==> src/rtl/fetch_stage_pkg.sv <==
// fetch_stage_pkg
// Types and constants shared by the fetch stage and the stages behind it.
//   fetch_state_t    : fetch FSM state encoding
//   RESET_PC_DEFAULT : default address of the first fetch after reset
//   PC_STEP          : byte distance between consecutive instruction words
//   OP_BEQ / OP_JMP  : opcodes resolved in decode/execute, not used by fetch
//   next_pc()        : sequential successor of a fetch address, wraps mod 2^32
package fetch_stage_pkg;

  typedef enum logic [1:0] {
    ST_IDLE = 2'd0,
    ST_REQ  = 2'd1,
    ST_FULL = 2'd2
  } fetch_state_t;

  localparam logic [31:0] RESET_PC_DEFAULT = 32'h0000_0000;
  localparam logic [31:0] PC_STEP          = 32'd4;

  localparam logic [5:0] OP_BEQ = 6'b100000;
  localparam logic [5:0] OP_JMP = 6'b100001;

  function automatic logic [31:0] next_pc(input logic [31:0] pc);
    return pc + PC_STEP;
  endfunction

endpackage

==> src/rtl/fetch_stage_if.sv <==
// fetch_stage_if
// Instruction memory bus between the fetch stage and instruction memory.
//   imem_req_o  : request, held with imem_addr_o until imem_ack_i
//   imem_addr_o : byte address of the requested word
//   imem_ack_i  : memory returns imem_data_i this cycle
//   imem_data_i : instruction word
// Modports: master = fetch stage, slave = instruction memory.
interface fetch_stage_if;

  logic        imem_req_o;
  logic [31:0] imem_addr_o;
  logic        imem_ack_i;
  logic [31:0] imem_data_i;

  modport master (
    output imem_req_o,
    output imem_addr_o,
    input  imem_ack_i,
    input  imem_data_i
  );

  modport slave (
    input  imem_req_o,
    input  imem_addr_o,
    output imem_ack_i,
    output imem_data_i
  );

endinterface

==> src/rtl/fetch_skid.sv <==
// fetch_skid
// One-entry holding register for an instruction that returned from memory
// while the decode slot was still occupied.
//   clk, rst_n          : clock, async active-low reset
//   load                : capture data_in/pc_in, mark full
//   unload              : contents have moved to the output slot, mark empty
//   clear               : flush (redirect), mark empty
//   data_in, pc_in      : word and its byte address
//   data, pc, full      : stored contents and occupancy
module fetch_skid (
  input  logic        clk,
  input  logic        rst_n,
  input  logic        load,
  input  logic        unload,
  input  logic        clear,
  input  logic [31:0] data_in,
  input  logic [31:0] pc_in,
  output logic [31:0] data,
  output logic [31:0] pc,
  output logic        full
);

  always_ff @(posedge clk or negedge rst_n) begin
    if (!rst_n) begin
      data <= '0;
      pc   <= '0;
      full <= 1'b0;
    end else if (clear) begin
      full <= 1'b0;
    end else if (load) begin
      data <= data_in;
      pc   <= pc_in;
      full <= 1'b1;
    end else if (unload) begin
      full <= 1'b0;
    end
  end

endmodule

==> src/rtl/fetch_stage.sv <==
// fetch_stage
// Instruction fetch: issues one memory request at a time, presents returned
// words to decode with a one-entry skid for backpressure, and handles
// redirects from execute (including ones that race an outstanding request).
//   clk, rst_n        : clock, async active-low reset
//   stall_i           : decode cannot accept ir_o this cycle
//   redirect_i        : taken branch/jump, flush and refetch from redirect_pc_i
//   redirect_pc_i     : new fetch target
//   imem              : instruction memory bus (master side)
//   ir_o, pc_o        : instruction and its byte address
//   valid_o           : ir_o/pc_o hold a live instruction
//
// State | meaning
// IDLE  | one cycle after reset, no request
// REQ   | request to imem_addr_o outstanding
// FULL  | output and skid both occupied, no request
module fetch_stage
  import fetch_stage_pkg::*;
#(
  parameter logic [31:0] RESET_PC = RESET_PC_DEFAULT
) (
  input  logic                 clk,
  input  logic                 rst_n,
  input  logic                 stall_i,
  input  logic                 redirect_i,
  input  logic [31:0]          redirect_pc_i,
  fetch_stage_if.master        imem,
  output logic [31:0]          ir_o,
  output logic [31:0]          pc_o,
  output logic                 valid_o
);

  fetch_state_t state;
  logic [31:0]  fetch_pc;   // next address to fetch; differs from imem_addr_o only while kill is set
  logic         kill;       // outstanding request belongs to a flushed path
  logic         slot_free;
  logic         ack_req;
  logic         skid_load;
  logic         skid_unload;
  logic [31:0]  skid_data;
  logic [31:0]  skid_pc;
  logic         skid_full;

  assign slot_free   = !valid_o || !stall_i;
  assign ack_req     = (state == ST_REQ) && imem.imem_ack_i;
  assign skid_load   = ack_req && !redirect_i && !kill && !slot_free;
  assign skid_unload = (state == ST_FULL) && skid_full && !redirect_i && slot_free;

  fetch_skid u_skid (
    .clk     (clk),
    .rst_n   (rst_n),
    .load    (skid_load),
    .unload  (skid_unload),
    .clear   (redirect_i),
    .data_in (imem.imem_data_i),
    .pc_in   (imem.imem_addr_o),
    .data    (skid_data),
    .pc      (skid_pc),
    .full    (skid_full)
  );

  always_ff @(posedge clk or negedge rst_n) begin
    if (!rst_n) begin
      state            <= ST_IDLE;
      fetch_pc         <= RESET_PC;
      kill             <= 1'b0;
      imem.imem_req_o  <= 1'b0;
      imem.imem_addr_o <= RESET_PC;
      ir_o             <= '0;
      pc_o             <= '0;
      valid_o          <= 1'b0;
    end else begin
      // consumed by decode unless something new lands below
      if (valid_o && !stall_i) valid_o <= 1'b0;

      case (state)
        ST_IDLE: begin
          state           <= ST_REQ;
          imem.imem_req_o <= 1'b1;
          if (redirect_i) begin
            fetch_pc         <= redirect_pc_i;
            imem.imem_addr_o <= redirect_pc_i;
          end else begin
            imem.imem_addr_o <= fetch_pc;
          end
        end

        ST_REQ: begin
          if (redirect_i) begin
            valid_o  <= 1'b0;
            fetch_pc <= redirect_pc_i;
            if (imem.imem_ack_i) begin
              // request completes now; its data is dropped
              imem.imem_addr_o <= redirect_pc_i;
              kill             <= 1'b0;
            end else begin
              // address must stay stable until the stale ack arrives
              kill <= 1'b1;
            end
          end else if (imem.imem_ack_i) begin
            if (kill) begin
              kill             <= 1'b0;
              imem.imem_addr_o <= fetch_pc;
            end else begin
              fetch_pc         <= next_pc(fetch_pc);
              imem.imem_addr_o <= next_pc(fetch_pc);
              if (slot_free) begin
                ir_o    <= imem.imem_data_i;
                pc_o    <= imem.imem_addr_o;
                valid_o <= 1'b1;
              end else begin
                state           <= ST_FULL;
                imem.imem_req_o <= 1'b0;
              end
            end
          end
        end

        ST_FULL: begin
          if (redirect_i) begin
            valid_o          <= 1'b0;
            fetch_pc         <= redirect_pc_i;
            imem.imem_addr_o <= redirect_pc_i;
            imem.imem_req_o  <= 1'b1;
            state            <= ST_REQ;
          end else if (slot_free) begin
            ir_o            <= skid_data;
            pc_o            <= skid_pc;
            valid_o         <= 1'b1;
            imem.imem_req_o <= 1'b1;
            state           <= ST_REQ;
          end
        end

        default: state <= ST_IDLE;
      endcase
    end
  end

endmodule

==> src/flat_wrapper.sv <==
// flat-port wrapper written by rule: the top's interface ports become plain ports
module fetch_stage_flat import fetch_stage_pkg::*;
#(
  parameter logic [31:0] RESET_PC = RESET_PC_DEFAULT
)
  (clk, rst_n, stall_i, redirect_i, redirect_pc_i, ir_o, pc_o, valid_o, imem_imem_req_o, imem_imem_addr_o, imem_imem_ack_i, imem_imem_data_i);
  fetch_stage_if imem_i ();
  input  logic clk;
  input  logic rst_n;
  input  logic stall_i;
  input  logic redirect_i;
  input  logic [31:0] redirect_pc_i;
  output logic [31:0] ir_o;
  output logic [31:0] pc_o;
  output logic valid_o;
  output wire logic [$bits(imem_i.imem_req_o)-1:0] imem_imem_req_o;
  output wire logic [$bits(imem_i.imem_addr_o)-1:0] imem_imem_addr_o;
  input wire logic [$bits(imem_i.imem_ack_i)-1:0] imem_imem_ack_i;
  input wire logic [$bits(imem_i.imem_data_i)-1:0] imem_imem_data_i;
  assign imem_imem_req_o = imem_i.imem_req_o;
  assign imem_imem_addr_o = imem_i.imem_addr_o;
  assign imem_i.imem_ack_i = imem_imem_ack_i;
  assign imem_i.imem_data_i = imem_imem_data_i;
  fetch_stage #(.RESET_PC(RESET_PC)) u_core (.clk(clk), .rst_n(rst_n), .stall_i(stall_i), .redirect_i(redirect_i), .redirect_pc_i(redirect_pc_i), .imem(imem_i), .ir_o(ir_o), .pc_o(pc_o), .valid_o(valid_o));
endmodule
==> config.mk <==
export PLATFORM = sky130hd
export DESIGN_NAME = fetch_stage_flat
export DESIGN_NICKNAME = d
export VERILOG_FILES = /design/src/rtl/fetch_stage_pkg.sv /design/src/rtl/fetch_stage_if.sv /design/src/rtl/fetch_skid.sv /design/src/rtl/fetch_stage.sv /design/src/flat_wrapper.sv
export SDC_FILE = /design/constraint.sdc
export NUM_CORES = 1
export LEC_CHECK = 0
export CORE_UTILIZATION = 59
export DETAILED_ROUTE_END_ITERATION = 10
export PLACE_DENSITY = 0.91
export SYNTH_ARGS = -nofsm -noshare
export SYNTH_HDL_FRONTEND = slang
export SYNTH_SLANG_ARGS = --single-unit
==> constraint.sdc <==
create_clock -name clk -period 6.5 [get_ports clk]
set_input_delay 1.95 -clock clk [delete_from_list [all_inputs] [get_ports clk]]
set_output_delay 1.95 -clock clk [all_outputs]
set_load 0.05 [all_outputs]
==> impl_metrics.json <==
{
  "cts_buffer_depth": 2,
  "drtIter0Drc": 1152,
  "numCtsBuffers": 17,
  "portBuffers": 166,
  "coreArea_mm2": 0.0172,
  "grt_start_max_net_pins": 129,
  "rsz0062_at_grt": "no",
  "grt_pass1_vias": 8808,
  "io_pins": 167,
  "wl_um": 29700,
  "routed.top_layer": "met5",
  "timing.max_cap.violations": 0,
  "htree_levels": 4,
  "placed_area_mm2": 0.0121,
  "grt_pass1_wl_um": 47000,
  "avgSynthCellArea_um2": 9.97,
  "cts_root_buffer": "clkbuf_16",
  "worstSetupPathType": "in -> reg",
  "fin_nets": 1231,
  "synth_nets": 1117,
  "path_max_fanout": 32,
  "ys_ff_latch": 197,
  "wl_met2_um": 13900,
  "final_area_mm2": 0.0127,
  "dieArea_mm2": 0.0182,
  "async_flop_share_pct": 100,
  "max_slew_margin_pct": 21.9,
  "hp-class": "reg -> reg",
  "dpl.hpwl_um": 19600,
  "clkTransAtPathRegs_ps": 80,
  "fill_cells": 1183,
  "drive_above_1_share_pct": 11.5,
  "power.leakage_uw": 0.00530,
  "start_kind": "primary input",
  "dieWidth_um": 135,
  "vias": 9120,
  "required_ps": 6820,
  "wl_per_cell_um": 21.3,
  "rows": 48,
  "ys_warn_count": 0,
  "cp-end-kind": "flip-flop",
  "grtUsageTotal_pct": 33.4,
  "syn_inst": 1043,
  "netlist_area_mm2": 0.0104,
  "cts_hold_buf": 0,
  "drv_slew": 0,
  "vias_per_cell": 6.54,
  "cts_resized": 0,
  "met3_wirelength_um": 2900,
  "worstMarginPinSlew_ps": 1170,
  "start_util_pct": 60.4,
  "antenna_found_initial": 1,
  "gp_congestion": 0.989,
  "dr.pass1.iters": 6,
  "ys_types": 68,
  "finalClockSkew_ps": 26.6,
  "clock.fmax_mhz": 241,
  "critPathArrivalTime_ps": 4470,
  "powerDensity_mw_per_mm2": 536,
  "drt-met1-wl_um": 11800,
  "finalSetupTns_ps": 0,
  "synth-seq-area-share_pct": 47.4,
  "ant_nets": 0,
  "setup_violations": 0,
  "final.min_clock_period_ps": 4150,
  "cts.sinks": 197,
  "drcViolationCount": 0,
  "final.period_utilization_pct": 63.8,
  "area_growth_pct": 22.3,
  "diodes": 0,
  "synth_top_flop_cell": "dfrtp_1",
  "clock_latency_ps": 460,
  "cts_tree": "built",
  "die_h_um": 135,
  "final_common_cell": "dfrtp_1",
  "synth-edff-count": 0,
  "max-vdd-ir-drop_mv": 0.317,
  "hold_viol": 0,
  "final_cell_mix": "dfrtp_1, clkdlybuf4s50_1, o21ai_0",
  "gr-total-overflow": 0,
  "cts_setup_buffers": 0,
  "outcome": "finished clean"
}
-- critical path, cell delays in order --
cell,delay (ps)
clkdlybuf4s50_1,520
nor2b_1,230
nand2_1,130
nor3_2,710
buf_4,530
mux2_2,400
-- report_power, final --
group          switching [µW]  internal (µW)
combinational            2170           1180
clock                     544            521
sequential                603           1800
total                    3310           3500
-- flip-flops by register name, indices dropped and copies added, names as in the netlist --
name and flops:
u_core.fetch_pc 32, u_core.imem.imem_addr_o 32, u_core.imem.imem_req_o 1, u_core.ir_o 32, u_core.kill 1, u_core.pc_o 32
u_core.state 2, u_core.u_skid.data 32, u_core.u_skid.pc 32, u_core.valid_o 1
-- final cells by class --
class / count / area (µm²) / area share (%)
Multi-Input combinational cell: 746 / 5070 / 39.9
Sequential cell: 197 / 4930 / 38.8
Inverter: 16 / 60.1 / 0.472
Tap cell: 225 / 282 / 2.21
Clock buffer: 17 / 425 / 3.35
Clock inverter: 15 / 175 / 1.38
Timing Repair Buffer: 179 / 1770 / 13.9
-- cell families (layout without fill, tap and decap cells) --
family / count (synthesis) / in the layout / synth area share [%]
simple gates: 283 / 283 / 13.4
buf+inv: 100 / 227 / 4.10
flops: 197 / 197 / 47.4
fa+ha+maj: 5 / 5 / 0.601
xor+xnor: 24 / 24 / 2.02
mux: 156 / 156 / 15.9
compound gates: 278 / 278 / 16.6
-- per-layer routing --
| metal | vias to the layer above | track usage, % |
|---|---|---|
| li1 | 4032 | - |
| met1 | 4411 | 44.8 |
| met2 | 565 | 52.7 |
| met3 | 110 | 7.81 |
| met4 | 2 | 13.2 |
| met5 | - | 0 |
-- path summary, 6_finish.rpt --
path | end | slack [ps] | startpoint | cells past startpoint
max reg2reg | u_core.fetch_pc[28] | 3390 | u_core.state[0] | 7
min | u_core.ir_o[1] | 480 | u_core.ir_o[1] | 2
max in group asynchronous | u_core.fetch_pc[14] | 3930 | rst_n | 2
max | u_core.u_skid.pc[9] | 2350 | imem_imem_ack_i | 6
min in group asynchronous | u_core.fetch_pc[6] | 1560 | rst_n | 1
min reg2reg | u_core.ir_o[1] | 480 | u_core.ir_o[1] | 2
-- stage by stage --
| step | instances | setup slack (ps) | utilization (%) | hold slack (ps) | power [µW] |
|---|---|---|---|---|---|
| after floorplan | 1043 | 3110 | - | 477 | 4500 |
| after global placement | 1363 | 2050 | 70.3 | 460 | 5540 |
| after detailed placement | 1363 | 1930 | 70.3 | 469 | 5680 |
| after CTS | 1395 | 2380 | 73.8 | 486 | 6760 |
| after global routing | 1395 | 2240 | 73.8 | 508 | 7120 |
| final | 1395 | 2350 | 73.8 | 482 | 6810 |
-- cell usage after synthesis (3+ instances only) --
cell | n | area share, %
o21ai_0 | 121 | 5.8
a41o_1 | 3 | 0.29
xnor2_1 | 14 | 1.2
o221ai_1 | 3 | 0.25
a21oi_1 | 44 | 2.1
a2111oi_0 | 6 | 0.51
a221oi_1 | 8 | 0.67
clkbuf_1 | 48 | 1.7
a22oi_1 | 7 | 0.51
buf_1 | 7 | 0.25
mux2_2 | 72 | 7.8
a211oi_1 | 7 | 0.51
o31ai_1 | 6 | 0.43
ha_1 | 5 | 0.60
dfrtp_1 | 197 | 47
o211ai_1 | 15 | 1.1
a32oi_1 | 3 | 0.25
buf_2 | 26 | 1.3
a21o_1 | 5 | 0.36
nand4_1 | 16 | 0.96
nor3_1 | 19 | 0.91
a31oi_1 | 10 | 0.60
xor2_1 | 10 | 0.84
nor2b_1 | 3 | 0.18
a311oi_1 | 5 | 0.42
o22a_1 | 6 | 0.51
and3b_1 | 3 | 0.25
nor2_1 | 57 | 2.1
and3_1 | 10 | 0.60
nand2_1 | 118 | 4.3
nand3_1 | 11 | 0.53
inv_1 | 16 | 0.58
and2_1 | 5 | 0.30
or4_1 | 4 | 0.29
nor4_1 | 14 | 0.84
o22ai_1 | 7 | 0.42
nand2b_1 | 7 | 0.42
mux2i_1 | 84 | 8.1
a22o_1 | 4 | 0.34
o21a_1 | 3 | 0.22
Power figures use the tool's default switching activity.
